==> src/rtl/sa_oport_if.sv <==
// Output-port allocator bus: requests and credits in, grant and crossbar select out.
interface sa_oport_if #(
  parameter int N  = 5,
  parameter int CW = 3
) ();
  logic [N-1:0]  reqSAIn;
  logic          creditIn;
  logic [N-1:0]  grantSA;
  logic [N-1:0]  xbarSelect;
  logic          xbarValid;
  logic [CW-1:0] creditCount;
  logic          creditOverflow;

  modport master (
    output reqSAIn,
    output creditIn,
    input  grantSA,
    input  xbarSelect,
    input  xbarValid,
    input  creditCount,
    input  creditOverflow
  );

  modport slave (
    input  reqSAIn,
    input  creditIn,
    output grantSA,
    output xbarSelect,
    output xbarValid,
    output creditCount,
    output creditOverflow
  );
endinterface

==> src/rtl/sa_oport.sv <==
// Output-port stage of the separable switch allocator: credit-gated round-robin
// pick of one input port per cycle, plus the registered crossbar column select.
module sa_oport #(
  parameter int N          = 5,
  parameter int OPORT      = 0,
  parameter int CREDIT_MAX = 4
) (
  input logic       clk,
  input logic       rstn,
  sa_oport_if.slave sa
);
  localparam int CW = $clog2(CREDIT_MAX + 1);
  localparam logic [CW-1:0] CMAX = CW'(CREDIT_MAX);

  logic [N-1:0]  ptr;
  logic [N-1:0]  ptr_next;
  logic [N-1:0]  mask;
  logic [N-1:0]  req_hi;
  logic [N-1:0]  grant;
  logic          grant_valid;
  logic [CW-1:0] count;
  logic [CW-1:0] count_next;
  logic          overflow;
  logic          overflow_next;
  logic [N-1:0]  xsel;
  logic          xvalid;

  // Ports at or above the pointer are searched first; lowest set bit wins,
  // otherwise wrap around and take the lowest requester overall.
  always_comb begin
    grant       = '0;
    mask        = ~(ptr - N'(1));
    req_hi      = sa.reqSAIn & mask;
    grant_valid = (|sa.reqSAIn) && (count != '0);
    if (grant_valid) begin
      if (|req_hi) begin
        grant = req_hi & (~req_hi + N'(1));
      end else begin
        grant = sa.reqSAIn & (~sa.reqSAIn + N'(1));
      end
    end
  end

  always_comb begin
    ptr_next      = ptr;
    count_next    = count;
    overflow_next = overflow;
    if (grant_valid) begin
      ptr_next = {grant[N-2:0], grant[N-1]};
    end
    case ({grant_valid, sa.creditIn})
      2'b10: count_next = count - CW'(1);
      2'b01: begin
        if (count == CMAX) begin
          overflow_next = 1'b1;
        end else begin
          count_next = count + CW'(1);
        end
      end
      default: count_next = count;
    endcase
  end

  always_ff @(posedge clk or negedge rstn) begin
    if (!rstn) begin
      ptr      <= N'(1);
      count    <= CMAX;
      overflow <= 1'b0;
      xsel     <= '0;
      xvalid   <= 1'b0;
    end else begin
      ptr      <= ptr_next;
      count    <= count_next;
      overflow <= overflow_next;
      xsel     <= grant;
      xvalid   <= |grant;
    end
  end

  assign sa.grantSA        = grant;
  assign sa.xbarSelect     = xsel;
  assign sa.xbarValid      = xvalid;
  assign sa.creditCount    = count;
  assign sa.creditOverflow = overflow;

  a_grant_onehot: assert property (@(posedge clk) disable iff (!rstn) $onehot0(sa.grantSA));
  a_grant_subset: assert property (@(posedge clk) disable iff (!rstn) (sa.grantSA & ~sa.reqSAIn) == '0);
  a_credit_bound: assert property (@(posedge clk) disable iff (!rstn) count <= CMAX);
  a_oport_range:  assert property (@(posedge clk) disable iff (!rstn) (OPORT >= 0) && (OPORT < N));
endmodule

==> src/flat_wrapper.sv <==
// flat-port wrapper written by rule: the top's interface ports become plain ports
module sa_oport_flat 
#(
  parameter int N          = 5,
  parameter int OPORT      = 0,
  parameter int CREDIT_MAX = 4
)
  (clk, rstn, sa_reqSAIn, sa_creditIn, sa_grantSA, sa_xbarSelect, sa_xbarValid, sa_creditCount, sa_creditOverflow);
  sa_oport_if #(.N(N), .CW(3)) sa_i ();
  input logic clk;
  input logic rstn;
  input wire logic [$bits(sa_i.reqSAIn)-1:0] sa_reqSAIn;
  input wire logic [$bits(sa_i.creditIn)-1:0] sa_creditIn;
  output wire logic [$bits(sa_i.grantSA)-1:0] sa_grantSA;
  output wire logic [$bits(sa_i.xbarSelect)-1:0] sa_xbarSelect;
  output wire logic [$bits(sa_i.xbarValid)-1:0] sa_xbarValid;
  output wire logic [$bits(sa_i.creditCount)-1:0] sa_creditCount;
  output wire logic [$bits(sa_i.creditOverflow)-1:0] sa_creditOverflow;
  assign sa_i.reqSAIn = sa_reqSAIn;
  assign sa_i.creditIn = sa_creditIn;
  assign sa_grantSA = sa_i.grantSA;
  assign sa_xbarSelect = sa_i.xbarSelect;
  assign sa_xbarValid = sa_i.xbarValid;
  assign sa_creditCount = sa_i.creditCount;
  assign sa_creditOverflow = sa_i.creditOverflow;
  sa_oport #(.N(N), .OPORT(OPORT), .CREDIT_MAX(CREDIT_MAX)) u_core (.clk(clk), .rstn(rstn), .sa(sa_i));
endmodule
==> config.mk <==
export PLATFORM = sky130hd
export DESIGN_NAME = sa_oport_flat
export DESIGN_NICKNAME = d
export VERILOG_FILES = /design/src/rtl/sa_oport_if.sv /design/src/rtl/sa_oport.sv /design/src/flat_wrapper.sv
export SDC_FILE = /design/constraint.sdc
export NUM_CORES = 1
export LEC_CHECK = 0
export BUFFER_PORTS_ARGS = -buffer_cell sky130_fd_sc_hd__buf_2
export CAP_MARGIN = 20
export CORE_MARGIN = 3
export CORE_UTILIZATION = 49
export CTS_CLUSTER_DIAMETER = 100
export CTS_CLUSTER_SIZE = 8
export DETAILED_ROUTE_END_ITERATION = 8
export MAX_ROUTING_LAYER = met4
export PLACE_DENSITY = 0.87
export SETUP_SLACK_MARGIN = 0.05
export SLEW_MARGIN = 20
export SYNTH_ARGS = -nofsm -noshare
export SYNTH_HDL_FRONTEND = slang
export SYNTH_SLANG_ARGS = --single-unit
==> constraint.sdc <==
create_clock -name clk -period 2.7 [get_ports clk]
set_input_delay 0.135 -clock clk [delete_from_list [all_inputs] [get_ports clk]]
set_output_delay 0.135 -clock clk [all_outputs]
set_load 0.02 [all_outputs]
==> impl_metrics.tcl <==
set metrics [dict create \
    status "complete, no violations" \
    hold_path_depth 3 \
    hold_path.class "in2reg" \
    grt_pass1_vias 732 \
    dieArea_um2 2161 \
    fmax_ghz 0.3942 \
    crit_path_start_kind "flop" \
    die_y_um 46.49 \
    syn_inst 81 \
    wl_mm 2.007 \
    worstPathRequired_ns 2.57 \
    synth_async_sr_flop_share 1.000 \
    ys_ff_latch 15 \
    grt_max_degree 16 \
    antenna_found_initial 0 \
    grt_first_pass_wirelength_mm 3.174 \
    skew_ns 0.002611 \
    reg2reg_to "u_core.sa.creditCount[2]$_DFFE_PN1P_" \
    r2r_start "u_core.sa.creditCount[1]$_DFFE_PN0P_" \
    synth_edf_count 0 \
    synth_area_leaders "dfrtp_1 (40%), dfstp_2 (6.5%), nand2_1 (4.7%)" \
    start_util 0.5676 \
    worstHoldStart "sa_reqSAIn[2]" \
    cp_max_fo 6 \
    synthMuxAreaShare 0.02648 \
    r2r_cells 6 \
    vias_per_cell 6.374 \
    slew_viol_final 0 \
    wl_per_cell_um 16.32 \
    place_congestion 0.9242 \
    p_per_area_nw_per_um2 1316 \
    ios 23 \
    antennaDiodeCount 0 \
    synth_cell_types 34 \
    hold_viol 0 \
    clock_path_buffers 2 \
    place_area_um2 930.9 \
    tns_ns 0 \
    worst_pin_slew_ns 0.3918 \
    synth_xor_area_frac 0.01090 \
    htreeDepth 1 \
    grtUsageTotal 0.2234 \
    finalCriticalPeriod_ns 2.537 \
    synth_top_family_by_area "simple AND/OR/NAND/NOR gates" \
    worst_slack_ns 0.1633 \
    drt_iter0_drc 23 \
    synthAdderAreaFrac 0.04050 \
    path_class "reg2out" \
    numCtsBuffers 3 \
    cap_violations 0 \
    clkTransAtPathRegs_ns 0.09 \
    core_um2 1415 \
    p_leak_nw 0.4614 \
    synth_fp_nets 91 \
    cp.arrival_ns 2.40 \
    hpwl_mm 1.502 \
    tritoncts "done" \
    r2r_slack_ns 0.65 \
    synth_top_area_frac 0.4050 \
    drtPass1Iterations 4 \
    holdPathEnd "u_core.ptr[3]$_DFFE_PN0P_" \
    final_nets 119 \
    detail-route-antenna-nets 0 \
    worstSetupEndpointType "output port" \
    clkLatencyLatePin_ns 0.29 \
    drc 0 \
    ys_warn_count 0 \
    drive_gt1_frac 0.3056 \
    clock-root-buffer "clkbuf_4" \
    syn_to_final_growth_pct 21.34 \
    synth_area_leader_cell "dfrtp_1" \
    setup_viol_count_final 0 \
    rsz0062_at_grt "false" \
    pre_cts_ws_ns 0.4895 \
    synthSimpleGateAreaFrac 0.2072 \
    gr-total-overflow 0 \
    synth.avg_cell_area_um2 9.917 \
    port_buffers 22 \
    synth_compound_area_frac 0.2056 \
    cts_num_sinks 15 \
    ir_drop_mv 0.6539 \
    slew_headroom 0.7388 \
    period_share 0.9395 \
    final_util 0.6888 \
    vias 784 \
    dieWidth_um 46.49 \
    whs_ns 0.1641 \
    rows 13 \
    ys.flop_type "dfrtp_1" \
    ys_seq_area_frac 0.4704 \
    syn_area_um2 803.3 \
    final_cell_area_um2 974.7 \
]
flip-flops by register name (all words and copies together) (netlist names):
| register | cells |
|---|---|
| u_core.ptr | 5 |
| u_core.sa.xbarSelect | 5 |
| u_core.sa.creditCount | 3 |
| u_core.sa.creditOverflow | 1 |
| u_core.sa.xbarValid | 1 |
placed cells by master, fill, tap and decap left out, types with 2 or more instances in the layout:
cell	n
nor4b_1	2
o31ai_1	3
dfrtp_1	13
clkbuf_4	3
a31oi_1	4
dfstp_2	2
a21oi_1	3
buf_2	22
inv_1	5
nand3_1	5
nor2_1	6
buf_4	2
o21ai_1	2
o221ai_1	2
or4_1	2
nand2_1	10
o22ai_1	2
stage by stage:
| step | total power [mW] | instances |
|---|---|---|
| after floorplan | 0.9080 | 81 |
| after global placement | 1.096 | 117 |
| after detailed placement | 1.131 | 117 |
| after CTS | 1.267 | 122 |
| after global routing | 1.378 | 123 |
| final | 1.283 | 123 |
worst max path at each step:
stage,start,cells past startpoint,slack [ns],endpoint
floorplan,u_core.sa.creditCount[1]$_DFFE_PN0P_,7,0.46,u_core.sa.creditCount[2]$_DFFE_PN1P_
global placement,u_core.ptr[0]$_DFFE_PN1P_,6,0.59,sa_grantSA[1]
global route,u_core.ptr[0]$_DFFE_PN1P_,8,0.07,sa_grantSA[4]
finish,u_core.ptr[0]$_DFFE_PN1P_,8,0.16,sa_grantSA[4]
CTS,u_core.ptr[0]$_DFFE_PN1P_,6,0.16,sa_grantSA[1]
detailed placement,u_core.ptr[0]$_DFFE_PN1P_,6,0.49,sa_grantSA[1]
where the power goes:
group / switching [mW] / internal (mW) / leakage, nW
sequential: 0.0856 / 0.332 / 0.185
clock: 0.0757 / 0.0576 / 0.0150
combinational: 0.451 / 0.281 / 0.261
total: 0.612 / 0.671 / 0.461
cells in the mapped netlist, drive strengths merged, types with 2 or more instances:
cell and count:
nor2 6, o31ai 3, a21oi 3, nand2 10, nor4b 2, o221ai 2, o22ai 2, dfrtp 13
inv 6, or4 3, nand3 5, dfstp 2, o21ai 2, a31oi 4
critical path: stages, from the launching register on:
cell	delay, ns
dfstp_2	0.60
inv_1	0.08
ha_1	0.23
xnor2_1	0.16
a222oi_1	0.41
buf_4	0.20
nand3_1	0.10
nor2_1	0.15
buf_2	0.19
per-layer routing:
metal / vias to the layer above / GRT usage / share of wire
li1: 354 / - / -
met1: 378 / 0.2230 / 0.37
met2: 43 / 0.3571 / 0.52
met3: 9 / 0.05859 / 0.090
met4: 0 / 0.1875 / 0.024
met5: - / - / 0
area by class of cell:
class	count	area (um^2)
sequential	15	377.9
inverter	6	22.52
timing repair buffer	25	135.1
multi-input combinational	58	394.1
clock buffer	4	26.28
fill	115	440.4
tap	15	18.77
cells by family after synthesis:
| kind of cell | count (synthesis) |
|---|---|
| and+or+nand+nor | 32 |
| AOI/OAI and AO/OA | 21 |
| DFF | 15 |
| buffers and inverters | 8 |
| muxes | 2 |
| adders and majority gates | 2 |
| xor gates and xnor gates | 1 |
repair_timing:
action / in CTS / in global routing
setup buffers: 0 / 1
hold endpoints to repair: 13 / 0
hold buffers: 1 / 0
endpoints found under the setup margin: 0 / 3
resized for setup: 0 / 0
Note: power is estimated with default switching activity, not from simulation.
